## src/rtl/prefix_decoder.sv

```systemverilog
// prefix_decoder: consumes 8086 prefix bytes ahead of each opcode and holds prefix state until retire
module prefix_decoder #(
  parameter int MAX_PREFIXES = 15
) (
  input  logic       clk,
  input  logic       reset_n,
  input  logic       flush,
  input  logic       next_instruction,
  input  logic       fifo_valid,
  input  logic [7:0] fifo_byte,
  output logic       fifo_rd_en,
  output logic       opcode_valid,
  output logic [7:0] opcode,
  input  logic       opcode_ack,
  output logic       seg_update,
  output logic       segment_override,
  output logic [1:0] override_in,
  output logic       rep,
  output logic       rep_z,
  output logic       lock,
  output logic [3:0] prefix_count
);
  typedef enum logic [1:0] {DECODE, OPCODE, EXEC} state_t;
  state_t     state_q, state_d;
  logic [7:0] opcode_q, opcode_d;
  logic       seg_update_q, seg_update_d;
  logic       seg_ov_q, seg_ov_d;
  logic [1:0] override_q, override_d;
  logic       rep_q, rep_d;
  logic       rep_z_q, rep_z_d;
  logic       lock_q, lock_d;
  logic [3:0] count_q, count_d;
  logic       take, clear, is_seg, is_rep, is_lock, is_prefix;
  // segment prefixes are 001s_s110; bits [4:3] encode ES/CS/SS/DS
  assign is_seg    = fifo_byte[7:5] == 3'b001 && fifo_byte[2:0] == 3'b110;
  assign is_rep    = fifo_byte[7:1] == 7'b1111_001;
  assign is_lock   = fifo_byte == 8'hF0;
  assign is_prefix = is_seg | is_rep | is_lock;
  assign take      = state_q == DECODE && fifo_valid && !flush;
  assign clear     = flush || (state_q == EXEC && next_instruction);
  always_ff @(posedge clk or negedge reset_n) begin
    if (!reset_n) begin
      state_q      <= DECODE;
      opcode_q     <= 8'h00;
      seg_update_q <= 1'b0;
      seg_ov_q     <= 1'b0;
      override_q   <= 2'd0;
      rep_q        <= 1'b0;
      rep_z_q      <= 1'b0;
      lock_q       <= 1'b0;
      count_q      <= 4'd0;
    end else begin
      state_q      <= state_d;
      opcode_q     <= opcode_d;
      seg_update_q <= seg_update_d;
      seg_ov_q     <= seg_ov_d;
      override_q   <= override_d;
      rep_q        <= rep_d;
      rep_z_q      <= rep_z_d;
      lock_q       <= lock_d;
      count_q      <= count_d;
    end
  end
  always_comb begin
    state_d      = state_q;
    opcode_d     = opcode_q;
    seg_update_d = 1'b0;
    seg_ov_d     = seg_ov_q;
    override_d   = override_q;
    rep_d        = rep_q;
    rep_z_d      = rep_z_q;
    lock_d       = lock_q;
    count_d      = count_q;
    if (clear) begin
      state_d    = DECODE;
      seg_ov_d   = 1'b0;
      override_d = 2'd0;
      rep_d      = 1'b0;
      rep_z_d    = 1'b0;
      lock_d     = 1'b0;
      count_d    = 4'd0;
    end else if (state_q == OPCODE) begin
      state_d = opcode_ack ? EXEC : OPCODE;
    end else if (take) begin
      count_d = is_prefix && count_q < 4'(MAX_PREFIXES) ? count_q + 4'd1 : count_q;
      if (is_seg) begin
        seg_update_d = 1'b1;
        seg_ov_d     = 1'b1;
        override_d   = fifo_byte[4:3];
      end
      if (is_rep) begin
        rep_d   = 1'b1;
        rep_z_d = fifo_byte[0];
      end
      if (is_lock) lock_d = 1'b1;
      if (!is_prefix) begin
        opcode_d = fifo_byte;
        state_d  = OPCODE;
      end
    end
  end
  always_comb begin
    fifo_rd_en       = take;
    opcode_valid     = state_q == OPCODE;
    opcode           = opcode_q;
    seg_update       = seg_update_q;
    segment_override = seg_ov_q;
    override_in      = override_q;
    rep              = rep_q;
    rep_z            = rep_z_q;
    lock             = lock_q;
    prefix_count     = count_q;
  end
endmodule

```

## config.mk

```make
export PLATFORM = sky130hd
export DESIGN_NAME = prefix_decoder
export DESIGN_NICKNAME = d
export VERILOG_FILES = /design/src/rtl/prefix_decoder.sv
export SDC_FILE = /design/constraint.sdc
export NUM_CORES = 1
export LEC_CHECK = 0
export CAP_MARGIN = 5
export CELL_PAD_IN_SITES_DETAIL_PLACEMENT = 0
export CELL_PAD_IN_SITES_GLOBAL_PLACEMENT = 1
export CORE_MARGIN = 2
export CORE_UTILIZATION = 30
export DETAILED_ROUTE_END_ITERATION = 12
export GPL_TIMING_DRIVEN = 0
export PLACE_DENSITY_LB_ADDON = 0.3
export SLEW_MARGIN = 20
export SYNTH_ARGS = -nofsm -noshare
export SYNTH_HDL_FRONTEND = slang
export SYNTH_SLANG_ARGS = --single-unit
```

## constraint.sdc

```tcl
create_clock -name clk -period 1.45 [get_ports clk]
set_input_delay 0.29 -clock clk [delete_from_list [all_inputs] [get_ports clk]]
set_output_delay 0.29 -clock clk [all_outputs]
set_load 0.005 [all_outputs]
```

==> impl_results.html <==
<table>
<tr><th>Metric</th><th>Value</th></tr>
<tr><th colspan="2">Outcome</th></tr>
<tr><td>Outcome</td><td>finished with violations</td></tr>
<tr><td>Failing checks</td><td>negative setup slack</td></tr>
<tr><th colspan="2">Drt</th></tr>
<tr><td>Vias per cell</td><td>4.61</td></tr>
<tr><td>DR WL/cell</td><td>12.8 µm</td></tr>
<tr><td>Via Count</td><td>829</td></tr>
<tr><td>Drt total wl</td><td>2310 µm</td></tr>
<tr><td>Number of iterations in the first detailed-routing pass</td><td>4</td></tr>
<tr><td>Post-detailed-route count of antenna-violating nets</td><td>0</td></tr>
<tr><td>Residual DRC</td><td>0</td></tr>
<tr><td>First-iteration detailed-routing DRC count</td><td>8</td></tr>
<tr><th colspan="2">Placement</th></tr>
<tr><td>Number of placed instances, taps included</td><td>162</td></tr>
<tr><td>Placer Congestion</td><td>0.688</td></tr>
<tr><td>Number of port buffers</td><td>34</td></tr>
<tr><td>Dpl hpwl</td><td>1500 µm</td></tr>
<tr><td>Minimum setup slack after placement</td><td>-716 ps</td></tr>
<tr><th colspan="2">Clocking</th></tr>
<tr><td>TritonCTS sink count</td><td>21</td></tr>
<tr><td>Clock slew at reported path FFs</td><td>120 ps</td></tr>
<tr><td>Clock insertion delay at the later pin of the skew report</td><td>300 ps</td></tr>
<tr><td>Number of buffers added by the clock tree synthesis step</td><td>3</td></tr>
<tr><td>Cts-stage hold buffer count</td><td>0</td></tr>
<tr><td>CTS root buffer</td><td>sky130_fd_sc_hd__clkbuf_4</td></tr>
<tr><td>H-tree Lvls</td><td>1</td></tr>
<tr><td>TritonCTS clock tree</td><td>yes</td></tr>
<tr><td>CTS Buffer Depth</td><td>2</td></tr>
<tr><th colspan="2">Floorplanning</th></tr>
<tr><td>Placeable core region</td><td>3050 µm²</td></tr>
<tr><td>I/O pin cnt</td><td>35</td></tr>
<tr><td>Horizontal die dimension</td><td>60.7 µm</td></tr>
<tr><td>Initial Util</td><td>0.316</td></tr>
<tr><td>Floorplan die area</td><td>3690 µm²</td></tr>
<tr><td>Die H</td><td>60.7 µm</td></tr>
<tr><td>Number of cell rows</td><td>20</td></tr>
<tr><th colspan="2">STA</th></tr>
<tr><td>RSZ-0062 raised after global routing</td><td>yes</td></tr>
<tr><td>Slew HR</td><td>0.358</td></tr>
<tr><td>Worst hold slack after final layout</td><td>386 ps</td></tr>
<tr><td>Pins over their slew limit</td><td>0</td></tr>
<tr><td>Slew at the pin with the worst max-slew slack</td><td>959 ps</td></tr>
<tr><td>Final hold violation count</td><td>0</td></tr>
<tr><td>Share of the cycle needed by the critical path after routing</td><td>1.05</td></tr>
<tr><td>Setup slack after layout</td><td>-68.0 ps</td></tr>
<tr><td>Minimum clock period</td><td>1520 ps</td></tr>
<tr><td>Top achievable clock speed</td><td>659 MHz</td></tr>
<tr><td>Finish-stage setup viols</td><td>12</td></tr>
<tr><td>Clock skew</td><td>10.3 ps</td></tr>
<tr><th colspan="2">Power and ir drop</th></tr>
<tr><td>Power Internal</td><td>0.000897 W</td></tr>
<tr><td>Clock power share</td><td>0.232</td></tr>
<tr><td>Switching power summed over all nets</td><td>0.000309 W</td></tr>
<tr><td>Switching Share</td><td>0.257</td></tr>
<tr><td>Leakage power summed over all cells</td><td>0.799 nW</td></tr>
<tr><td>Comb power frac</td><td>0.220</td></tr>
<tr><td>Relative contribution of sequential cells to total power</td><td>0.547</td></tr>
<tr><td>Worst voltage drop across the vdd grid</td><td>0.000524 V</td></tr>
<tr><td>Power per Cell Area</td><td>761 nW/µm²</td></tr>
<tr><th colspan="2">Global routing</th></tr>
<tr><td>Grt total ovfl</td><td>0</td></tr>
<tr><td>GRT Resource Usage Total</td><td>0.141</td></tr>
<tr><td>Wire length of the first global-routing pass</td><td>3870 µm</td></tr>
<tr><td>Number of global-route vias before repair</td><td>856</td></tr>
<tr><td>Pin count of the biggest net entering global routing</td><td>22</td></tr>
<tr><td>Initial antenna violation count</td><td>0</td></tr>
<tr><th colspan="2">Logic synthesis</th></tr>
<tr><td>Distinct cell type count after synthesis</td><td>26</td></tr>
<tr><td>Yosys reg bits</td><td>21</td></tr>
<tr><td>Post-synthesis net count</td><td>99</td></tr>
<tr><td>Synth warn</td><td>0</td></tr>
<tr><td>Cell area after synthesis</td><td>966 µm²</td></tr>
<tr><td>Synthesized area per cell</td><td>11.5 µm²</td></tr>
<tr><td>Portion of the post-synthesis area used by sequential elements</td><td>0.544</td></tr>
<tr><td>Mapped Cells</td><td>84</td></tr>
<tr><th colspan="2">Worst setup path</th></tr>
<tr><td>Worst path depth</td><td>2</td></tr>
<tr><td>Top fanout value on the critical path</td><td>2</td></tr>
<tr><td>Setup slack of the worst register-to-register path</td><td>-70 ps</td></tr>
<tr><td>Required time at the worst-slack endpoint</td><td>1160 ps</td></tr>
<tr><td>Kind of cell adding the most delay to the critical path</td><td>flip-flops</td></tr>
<tr><td>Slowest cell on the critical path</td><td>sky130_fd_sc_hd__dfrtp_1</td></tr>
<tr><td>Data arrival at the endpoint of the critical path</td><td>1230 ps</td></tr>
<tr><td>Worst Setup Path Type</td><td>reg -&gt; out</td></tr>
<tr><td>Largest stage delay, worst path</td><td>430 ps</td></tr>
<tr><td>Worst setup SP type</td><td>flip-flop</td></tr>
<tr><td>Depth of the most critical reg-to-reg path</td><td>5</td></tr>
<tr><td>Ordered cell list for the critical path</td><td>nor4b_4, buf_2</td></tr>
<tr><td>Worst setup startpoint</td><td>state_q[0]$_DFFE_PN0P_</td></tr>
<tr><td>Nature of the critical path endpoint</td><td>output port</td></tr>
<tr><td>Number of buffers and inverters on the critical path</td><td>1</td></tr>
<tr><td>Worst reg2reg endpoint</td><td>prefix_count[3]$_DFFE_PN0P_</td></tr>
<tr><td>Worst reg2reg path startpoint</td><td>state_q[0]$_DFFE_PN0P_</td></tr>
<tr><td>CP endpoint</td><td>fifo_rd_en</td></tr>
<tr><th colspan="2">Layout</th></tr>
<tr><td>Net count of the finished layout</td><td>152</td></tr>
<tr><td>Layout overhead on the synthesized area</td><td>64.0%</td></tr>
<tr><td>Fraction of layout cells with a size suffix above 1</td><td>0.331</td></tr>
<tr><td>Fin cells</td><td>180</td></tr>
<tr><td>Diodes inserted</td><td>0</td></tr>
<tr><td>Final Core Density</td><td>0.519</td></tr>
<tr><th colspan="2">Flow run</th></tr>
<tr><td>Max cap viols</td><td>0</td></tr>
<tr><th colspan="2">Worst hold path</th></tr>
<tr><td>Class of the most critical hold timing path</td><td>in -&gt; reg</td></tr>
</table>
## routing by layer
layer | wire (µm) | vias up | GRT usage | share of wire
li1 | - | 409 | - | -
met1 | 1010 | 395 | 0.181 | 0.44
met2 | 1150 | 23 | 0.232 | 0.50
met3 | 132 | 2 | 0.0384 | 0.057
met4 | 13 | 0 | 0.0435 | 0.0056
met5 | 0 | - | 0 | 0
## metrics by stage
step	setup TNS, ps	area, µm²	power [W]
floorplan	-692	966	0.000760
global route	-1240	1580	0.00128
global placement	-12590	1360	0.000931
detailed placement	-13200	1360	0.000936
finish	-384	1580	0.00121
CTS	-334	1550	0.00121
## area by class of cell
cell class	count	area, µm²
clock buffers	4	26.3
fillers	319	1470
inverters	6	22.5
multi-input cells	57	513
flip-flops and latches	21	527
well taps	44	55.1
repair buffers	48	440
## synth_stat cells
cell type	instances	area, µm²
sky130_fd_sc_hd__mux2_2	8	90.1
sky130_fd_sc_hd__o21a_1	1	7.51
sky130_fd_sc_hd__o21ai_0	2	10.0
sky130_fd_sc_hd__mux2i_1	6	60.1
sky130_fd_sc_hd__inv_1	6	22.5
sky130_fd_sc_hd__and4b_1	1	10.0
sky130_fd_sc_hd__a31oi_1	1	6.26
sky130_fd_sc_hd__nand2_1	8	30.0
sky130_fd_sc_hd__a211oi_1	1	7.51
sky130_fd_sc_hd__nand4_1	1	6.26
sky130_fd_sc_hd__ha_1	1	12.5
sky130_fd_sc_hd__nand4b_1	1	8.76
sky130_fd_sc_hd__a2111o_1	1	11.3
sky130_fd_sc_hd__or3_1	1	6.26
sky130_fd_sc_hd__nor2_1	5	18.8
sky130_fd_sc_hd__nor4b_4	1	23.8
sky130_fd_sc_hd__a31o_2	1	8.76
sky130_fd_sc_hd__a21oi_1	5	25.0
sky130_fd_sc_hd__nor2_2	1	6.26
sky130_fd_sc_hd__nand3_2	1	10.0
sky130_fd_sc_hd__nand3_1	4	20.0
sky130_fd_sc_hd__a41oi_1	1	8.76
sky130_fd_sc_hd__dfrtp_1	21	526
sky130_fd_sc_hd__nand2b_1	3	18.8
sky130_fd_sc_hd__nor2b_1	1	6.26
sky130_fd_sc_hd__buf_2	1	5.00
## logic make-up after synthesis
kind of cell    synth area share
simple gates               0.171
flops                      0.544
mux                        0.155
compound gates            0.0881
buf+inv                   0.0285
fa+ha+maj                 0.0130
## power by group through the flow
stage / Combinational, W / Clock, W / Sequential [W]
6_report: 0.000266 / 0.000280 / 0.000660
5_1_grt: 0.000293 / 0.000322 / 0.000669
4_1_cts: 0.000263 / 0.000287 / 0.000661
3_5_place_dp: 0.000261 / 0 / 0.000675
3_3_place_gp: 0.000259 / 0 / 0.000672
2_1_floorplan: 0.0000825 / 0 / 0.000677
## worst min-delay path by stage
| stage | to | slack (ps) | from | cells past startpoint |
|---|---|---|---|---|
| floorplan | lock$_DFFE_PN0P_ | -6 | reset_n | 0 |
| global placement | segment_override$_DFFE_PN0P_ | 470 | segment_override$_DFFE_PN0P_ | 1 |
| detailed placement | segment_override$_DFFE_PN0P_ | 490 | segment_override$_DFFE_PN0P_ | 1 |
| CTS | opcode[5]$_DFFE_PN0P_ | 380 | fifo_byte[5] | 2 |
| global route | opcode[0]$_DFFE_PN0P_ | 390 | fifo_byte[0] | 2 |
| finish | opcode[0]$_DFFE_PN0P_ | 390 | fifo_byte[0] | 2 |
## cells in the final DEF, fill, tap and decap left out, types with 2 or more instances in the layout
| cell | instances |
|---|---|
| sky130_fd_sc_hd__dlygate4sd2_1 | 19 |
| sky130_fd_sc_hd__nand3_1 | 3 |
| sky130_fd_sc_hd__nor2_4 | 2 |
| sky130_fd_sc_hd__nand2_1 | 7 |
| sky130_fd_sc_hd__clkbuf_4 | 3 |
| sky130_fd_sc_hd__buf_4 | 10 |
| sky130_fd_sc_hd__mux2i_1 | 6 |
| sky130_fd_sc_hd__clkdlybuf4s50_1 | 6 |
| sky130_fd_sc_hd__a21oi_2 | 2 |
| sky130_fd_sc_hd__nand3_4 | 2 |
| sky130_fd_sc_hd__mux2_2 | 8 |
| sky130_fd_sc_hd__nor2_1 | 4 |
| sky130_fd_sc_hd__a21oi_1 | 3 |
| sky130_fd_sc_hd__dlymetal6s2s_1 | 5 |
| sky130_fd_sc_hd__dfrtp_1 | 20 |
| sky130_fd_sc_hd__inv_1 | 5 |
| sky130_fd_sc_hd__nand2b_1 | 3 |
| sky130_fd_sc_hd__buf_2 | 2 |
| sky130_fd_sc_hd__buf_6 | 4 |
## registers in the layout, indices dropped and copies added, names as in the netlist
register,cells
rep_z,1
rep,1
seg_update,1
opcode,8
segment_override,1
override_in,2
state_q,2
prefix_count,4
lock,1
## repair_timing
action,4_1_cts,5_1_grt
setup endpoints to repair,36,24
buffers inserted,12,2
cloned,1,0
pin swaps,8,2
endpoints found under the hold margin,0,0
gates resized for setup,53,10
Note: power is estimated with default switching activity, not from simulation.
